$ cat src/rtl/reg_share_arbiter.sv
// reg_share_arbiter: round-robin arbiter loading one shared clearable register, followed by a hold window
module reg_share_arbiter #(
  parameter int REQ_CNT = 4,
  parameter int DATA_WIDTH = 8,
  parameter int HOLD_CYCLES = 2,
  localparam int SRC_W = ($clog2(REQ_CNT) < 1) ? 1 : $clog2(REQ_CNT)
) (
  input  logic                          clk,
  input  logic                          rst,
  input  logic [REQ_CNT-1:0]            req_valid,
  input  logic [REQ_CNT-1:0]            req_clear,
  input  logic [REQ_CNT*DATA_WIDTH-1:0] req_data,
  output logic [REQ_CNT-1:0]            req_ready,
  output logic [DATA_WIDTH-1:0]         out_data,
  output logic                          out_update,
  output logic [SRC_W-1:0]              out_src,
  output logic                          busy
);
  typedef enum logic {IDLE, HOLD} state_t;
  localparam logic [7:0] HOLD_INIT = 8'(HOLD_CYCLES > 0 ? HOLD_CYCLES - 1 : 0);
  localparam logic [SRC_W-1:0] LAST = SRC_W'(REQ_CNT - 1);
  localparam logic [SRC_W:0] WRAP = (SRC_W + 1)'(REQ_CNT);
  state_t                r_state;
  logic [SRC_W-1:0]      r_ptr;
  logic [SRC_W-1:0]      r_src;
  logic [7:0]            r_cnt;
  logic [DATA_WIDTH-1:0] r_data;
  logic                  r_update;
  logic                  w_found;
  logic [SRC_W-1:0]      w_idx;
  logic [REQ_CNT-1:0]    w_grant;
  logic [DATA_WIDTH-1:0] w_word;
  // scan from the pointer upward with wrap; first valid requester wins and its word is preselected
  always_comb begin
    logic [SRC_W:0]   w_sum;
    logic [SRC_W-1:0] w_cand;
    w_sum = '0;
    w_cand = '0;
    w_found = 1'b0;
    w_idx = '0;
    w_word = '0;
    for (int k = 0; k < REQ_CNT; k++) begin
      w_sum = {1'b0, r_ptr} + (SRC_W + 1)'(k);
      w_cand = SRC_W'((w_sum >= WRAP) ? w_sum - WRAP : w_sum);
      if (!w_found && req_valid[w_cand]) begin
        w_found = 1'b1;
        w_idx = w_cand;
      end
    end
    for (int i = 0; i < REQ_CNT; i++)
      if (SRC_W'(i) == w_idx)
        w_word = req_clear[i] ? '0 : req_data[i*DATA_WIDTH +: DATA_WIDTH];
    w_grant = (r_state == IDLE && !rst && w_found) ? {{(REQ_CNT-1){1'b0}}, 1'b1} << w_idx : '0;
  end
  // transfer loads the shared register and advances the pointer; HOLD counts down the settle window
  always_ff @(posedge clk or posedge rst) begin
    if (rst) begin
      r_state  <= IDLE;
      r_ptr    <= '0;
      r_cnt    <= '0;
      r_data   <= '0;
      r_src    <= '0;
      r_update <= 1'b0;
    end else begin
      r_update <= 1'b0;
      if (r_state == HOLD) begin
        if (r_cnt == 8'd0) r_state <= IDLE;
        else r_cnt <= r_cnt - 8'd1;
      end else if (w_found) begin
        r_data   <= w_word;
        r_src    <= w_idx;
        r_update <= 1'b1;
        r_ptr    <= (w_idx == LAST) ? '0 : w_idx + SRC_W'(1);
        if (HOLD_CYCLES > 0) begin
          r_state <= HOLD;
          r_cnt   <= HOLD_INIT;
        end
      end
    end
  end
  assign req_ready  = w_grant;
  assign out_data   = r_data;
  assign out_update = r_update;
  assign out_src    = r_src;
  assign busy       = (r_state == HOLD);
endmodule

$ cat config.mk
export PLATFORM = sky130hd
export DESIGN_NAME = reg_share_arbiter
export DESIGN_NICKNAME = d
export VERILOG_FILES = /design/src/rtl/reg_share_arbiter.sv
export SDC_FILE = /design/constraint.sdc
export NUM_CORES = 1
export LEC_CHECK = 0
export CAP_MARGIN = 20
export CORE_MARGIN = 2
export CORE_UTILIZATION = 41
export DETAILED_ROUTE_END_ITERATION = 8
export PLACE_DENSITY = 0.79
export SLEW_MARGIN = 30
export SYNTH_ARGS = -nofsm -noshare
export SYNTH_HDL_FRONTEND = slang
export SYNTH_SLANG_ARGS = --single-unit
$ cat constraint.sdc
create_clock -name clk -period 3.6 [get_ports clk]
set_input_delay 0.72 -clock clk [delete_from_list [all_inputs] [get_ports clk]]
set_output_delay 0.72 -clock clk [all_outputs]
set_load 0.02 [all_outputs]
==> qor.yml, run 1 <==
status:
  outcome: "complete, no violations"
worst_setup_path:
  start_kind: "input port"
  path_cells: "clkdlybuf4s50_1 > a2bb2oi_1 > o21ai_0 > or3_1 > ha_1 > and3_1 > dlygate4sd2_1"
  slowest_stage: "clkdlybuf4s50_1"
  arrival_ns: 2.71
  crit_fanout: 5
  r2r_slack_ns: 0.96
  critical_path_class: "input port to output pin"
  crit_family: "buffers and inverters"
  slowest_delay_ns: 0.54
  cp.required_ns: 2.88
  crit_buf_inv: 2
  critPathCaptureType: "output pin"
global_routing:
  overflow: 0
  grt_usage_pct: 21.9
  grt_max_degree: 22
  grt_pass1_vias: 1346
  grt_pass1_wl_um: 5870
  antenna_found_initial: 0
logic_synthesis:
  synth.largest_area_cell: "dfrtp_1"
  syn_inst: 135
  ys_seq_area_share_pct: 42.8
  synth.top_cell.area_share_pct: 42.8
  syn-mean-instance-area_sq_um: 9.54
  synth_warnings: 0
  synth_area_leaders: "dfrtp_1 (43%), a222oi_1 (5.4%), nand2_1 (5.2%)"
  netlist_area_sq_um: 1290
  ys_ff_latch: 22
  synth.distinct_cells: 37
  synth.net_count: 182
timing:
  setup_viol: 0
  fmax_ghz: 0.291
  min_period_over_period_pct: 95.3
  fin_crit_ns: 3.43
  max_slew_margin_pct: 63.6
  report.final.slew_viol_count: 0
  finalHoldViolations: 0
  worst_pin_slew_ns: 0.545
  tns_ns: 0
  rsz0062_at_grt: "no"
  worst_slack_ns: 0.168
  fin_hold_ws_ns: 0.504
  fin_skew_ns: 0.00191
layout:
  final_nets: 248
  syn_to_final_growth_pct: 57.8
  fin_area_sq_um: 2030
  drive_above_1_share_pct: 11.0
  antenna_cells: 0
  stdcell_count: 244
  fin_util_pct: 67.1
drt:
  ant_nets: 0
  drc: 0
  drt_iter0_markers: 65
  wl_per_cell_um: 14.9
  firstDrtPassIters: 4
  vias: 1343
  viasPerCell: 5.50
  wl_um: 3630
placed_design:
  port_buffers: 57
  gp_congestion: 0.844
  dp.cells: 240
  place_worst_setup_slack_ns: -0.0115
  dpl_cell_area_sq_um: 1970
  hpwl_um: 2870
cts:
  clockBufferDepth: 2
  numCtsBuffers: 3
  clkLatencyLatePin_ns: 0.31
  h-tree-depth: 1
  clockRootBuffer: "clkbuf_4"
  cts_tree: "done"
  cts_setup_buffers: 0
  clk_pin_slew_ns: 0.13
  clock-sinks: 22
floorplan:
  core_area_sq_um: 3030
  dieArea_sq_um: 3600
  die_w_um: 60.0
  ioPinCount: 58
  rows: 20
  start_util_pct: 42.5
  floorplan.die.height_um: 60.0
power:
  peakVddDrop_mv: 0.237
  p_total_uw: 637
  p_leak_nw: 0.873
  p_per_area_nw_per_um2: 314
run:
  max_cap_viol_count: 0
hold_path:
  hp-class: "register to register"
[layout make-up]
cell class | count | area, sq um
clock buffer | 3 | 22.5
clock inverter | 1 | 30.0
fill | 257 | 996
inverter | 7 | 26.3
multi-input combinational | 100 | 699
sequential | 22 | 551
tap | 44 | 55.1
timing repair buffer | 67 | 648
[timing repair]
item                                    4_1_cts  5_1_grt
endpoints found under the setup margin        2        2
hold buffers                                  0        0
pin swaps                                     0        0
gates resized for setup                       2        4
[flip-flops by register name, summed over array words and instances, names as in the netlist]
signal,flops
out_data,8
r_ptr,2
r_cnt,8
out_src,2
out_update,1
busy,1
[cell usage after synthesis]
master / instances
o21bai_1: 1
ha_1: 5
buf_1: 1
o21a_1: 8
o21ai_2: 1
o211ai_1: 7
nand3b_1: 2
a21oi_1: 4
inv_1: 7
or4b_1: 1
xnor2_1: 1
a2bb2oi_1: 1
o41ai_1: 1
o31a_1: 1
mux2i_1: 2
nor2_1: 3
or2_2: 1
clkbuf_1: 5
nand2_1: 18
o31ai_1: 2
or4bb_1: 1
a2111oi_0: 1
nor3b_1: 2
and3_1: 4
o22ai_1: 2
nor2b_1: 2
o21ai_0: 7
nand3_1: 3
nor4b_1: 1
dfrtp_1: 22
a222oi_1: 7
or3_1: 1
or3_4: 2
nor3_1: 4
or4b_2: 1
nor4_1: 2
mux2_2: 1
[kinds of logic (layout without fill, tap and decap cells)]
family / Yosys count / after routing / synth area share, %
AOI/OAI and AO/OA: 43 / 43 / 24.6
xor gates and xnor gates: 1 / 1 / 0.680
adders and majority gates: 5 / 5 / 4.86
buffers and inverters: 13 / 78 / 3.79
DFF: 22 / 22 / 42.8
muxes: 3 / 3 / 2.43
and+or+nand+nor: 48 / 48 / 20.9
[where the power goes]
group	leakage [nW]	switching (mW)	internal [mW]	total (mW)
Clock	0.0279	0.0800	0.113	0.193
Combinational	0.579	0.0742	0.0995	0.174
Sequential	0.267	0.00994	0.261	0.271
Total	0.873	0.164	0.473	0.637
[worst paths after layout]
check	from	to	depth (start not counted)
min in group asynchronous	rst	out_data[7]	2
max in group asynchronous	rst	r_cnt[1]	3
setup reg to reg	r_ptr[0]	out_data[7]	11
setup / recovery	req_valid[1]	req_ready[2]	7
hold / removal	out_data[5]	out_data[5]	1
hold reg to reg	out_data[5]	out_data[5]	1
[layout by cell type (no fill, tap or decap), drive strengths merged, types with 2 or more instances in the layout]
cell and n:
o31ai 2, nor2b 2, a222oi 7, a21oi 4
ha 5, dlymetal6s2s 2, o211ai 7, nor3b 2
nand3b 2, nand2 18, clkdlybuf4s50 53, nand3 3
dlygate4sd2 2, mux2i 2, dfrtp 22, or3 3
o21ai 8, o21a 8, o22ai 2, or4b 2
inv 7, nor3 4, nor2 3, and3 4
nor4 2, clkbuf 3, buf 10
[layer usage]
| metal | track usage, % | wire length (um) | up-vias |
|---|---|---|---|
| li1 | - | - | 645 |
| met4 | 10.2 | 80 | 0 |
| met3 | 3.46 | 187 | 8 |
| met5 | 0 | 0 | - |
| met2 | 41.6 | 1900 | 55 |
| met1 | 23.1 | 1460 | 635 |
Note: power is estimated with default switching activity, not from simulation.
==> run 2: changes to the inputs <==
Settings changed: CTS_CLUSTER_SIZE set to 20.
==> results of run 2 <==
Same layout as run 1: the final DEF is identical, and so are final timing and power.
==> run 3: changes to the inputs <==
==> constraint.sdc (replaced) <==
create_clock -name clk -period 3.6 [get_ports clk]
set_input_delay 1.08 -clock clk [delete_from_list [all_inputs] [get_ports clk]]
set_output_delay 1.08 -clock clk [all_outputs]
set_load 0.02 [all_outputs]
==> qor.yml, run 3 (same netlist as run 1, synthesis figures left out) <==
timing:
  report.final.slew_viol_count: 0  # unchanged
  setup_viol: 0  # unchanged
  worst_pin_slew_ns: 0.564  # +0.0183 ns
  max_slew_margin_pct: 62.3  # -1.2 points
  fin_skew_ns: 0.00894  # +0.00702 ns
  fin_crit_ns: 3.55  # +0.122 ns
  finalHoldViolations: 0  # unchanged
  fmax_ghz: 0.281  # -3.4%
  rsz0062_at_grt: "no"
  min_period_over_period_pct: 98.7  # +3.4 points
worst_setup_path:
  arrival_ns: 2.47  # -0.24 ns
  cp.required_ns: 2.52  # -0.36 ns
  r2r_cells: 10  # -1
  start_kind: "input port"
  crit_fanout: 3  # -2
  critical_path_class: "input port to output pin"
  critPathCaptureType: "output pin"
drt:
  ant_nets: 0  # unchanged
  vias: 1417  # +5.5%
  wl_per_cell_um: 16.2  # +8.7%
  drc: 0  # unchanged
  wl_um: 4050  # +11%
  drt_iter0_markers: 102  # +57%
  firstDrtPassIters: 5  # +1
  viasPerCell: 5.67  # +3.0%
placed_design:
  hpwl_um: 3070  # +7.0%
  gp_congestion: 0.829  # -1.7%
  port_buffers: 57  # unchanged
  dp.cells: 245  # +2.1%
cts:
  clk_pin_slew_ns: 0.13  # about the same
  clockRootBuffer: "clkbuf_4"
  clkLatencyLatePin_ns: 0.31  # about the same
  numCtsBuffers: 3  # unchanged
  h-tree-depth: 1  # unchanged
  clockBufferDepth: 2  # unchanged
  clock-sinks: 22  # unchanged
  cts_hold_buf: 0  # unchanged
  cts_tree: "done"
layout:
  multi_input_area_sq_um: 717  # +2.5%
  mostFrequentLayoutCells: "clkdlybuf4s50_1 (49), dfrtp_1 (22), nand2_1 (18)"
  fin_util_pct: 68.4  # +1.3 points
  drive_above_1_share_pct: 18.9  # +7.9 points
  fillerInstances: 254  # -1.2%
  regArea_sq_um: 551  # unchanged
  antenna_cells: 0  # unchanged
  final_common_cell: "clkdlybuf4s50_1"
  syn_to_final_growth_pct: 60.9
  final_nets: 254  # +2.4%
  stdcell_count: 250  # +2.5%
global_routing:
  antenna_found_initial: 0  # unchanged
  grt_max_degree: 22  # unchanged
  grt_pass1_vias: 1461  # +8.5%
  grt_usage_pct: 24.2  # +2.3 points
  overflow: 0  # unchanged
  grt_pass1_wl_um: 6400  # +9.2%
hold_path:
  hp-class: "register to register"
  holdPathStages: 1  # unchanged
floorplan:
  dieArea_sq_um: 3600  # unchanged
  start_util_pct: 42.5  # unchanged
  floorplan.die.height_um: 60.0  # unchanged
  ioPinCount: 58  # unchanged
  rows: 20  # unchanged
  core_area_sq_um: 3030  # unchanged
  die_w_um: 60.0  # unchanged
run:
  max_cap_viol_count: 0  # unchanged
power:
  peakVddDrop_mv: 0.205  # -14%
  p_per_area_nw_per_um2: 314  # +0.11%
  p_leak_nw: 0.863  # -1.1%
status:
  outcome: "complete, no violations"
## run 3: cell count changes in the layout (fill, tap and decap cells not counted), moves of 2 or more
cell             change
buf_2                +2
buf_4                +6
clkbuf_2             +2
clkdlybuf4s15_2      +2
clkdlybuf4s50_1      -4
dlymetal6s2s_1       -2
## run 3: layout make-up
type / count / area share (%)
Multi-Input combinational cell: 100 / 34.6
Timing Repair Buffer: 73 / 32.4
Tap cell: 44 / 2.66
Inverter: 7 / 1.27
Sequential cell: 22 / 26.6
Clock inverter: 1 / 1.45
Clock buffer: 3 / 1.09
## run 3: timing repair
action / in CTS / in global routing
hold endpoints to repair: 0 / 0
setup buffers: 1 / 0
setup endpoints to repair: 4 / 4
resized for setup: 27 / 3
pin swaps: 2 / 1
## run 3: per-stage QoR
step	instance area (sq um)	worst slack, ns	power (mW)	hold slack, ns	TNS [ns]
CTS	2080	-0.0217	0.653	0.510	-0.0217
global route	2070	0.00729	0.682	0.535	0
floorplan	1290	0.185	0.348	0.487	0
finish	2070	0.0465	0.651	0.508	0
detailed placement	2000	-0.727	0.455	0.479	-3.49
global placement	2000	-0.646	0.447	0.470	-2.53
## run 3: where the power goes
| part | total [mW] | switching, mW | internal, mW | leakage (nW) |
|---|---|---|---|---|
| combinational | 0.187 | 0.0804 | 0.106 | 0.569 |
| clock | 0.192 | 0.0797 | 0.112 | 0.0279 |
| sequential | 0.272 | 0.0107 | 0.261 | 0.267 |
## run 3: final timing paths
check	start	to	slack, ns
max reg2reg	r_ptr[1]	out_data[0]	1.01
min in group asynchronous	rst	out_data[7]	1.01
max in group asynchronous	rst	r_cnt[5]	2.07
max	req_valid[2]	req_ready[3]	0.05
min reg2reg	out_data[7]	out_data[7]	0.51
min	out_data[7]	out_data[7]	0.51
## run 3: worst max-delay path: stages
cell             delay, ns
dlygate4sd2_1         0.26
nor4_1                0.27
buf_4                 0.17
nor3_2                0.05
ha_1                  0.24
and3_1                0.15
clkdlybuf4s15_2       0.25
## run 3: routing by layer
layer	wire [um]	vias up	global-route usage [%]	share of wire [%]
met5	0	-	0	0
met4	108	0	10.2	2.7
met3	146	12	3.25	3.6
met2	2240	54	46.6	55
met1	1550	696	25.8	38
li1	-	655	-	-
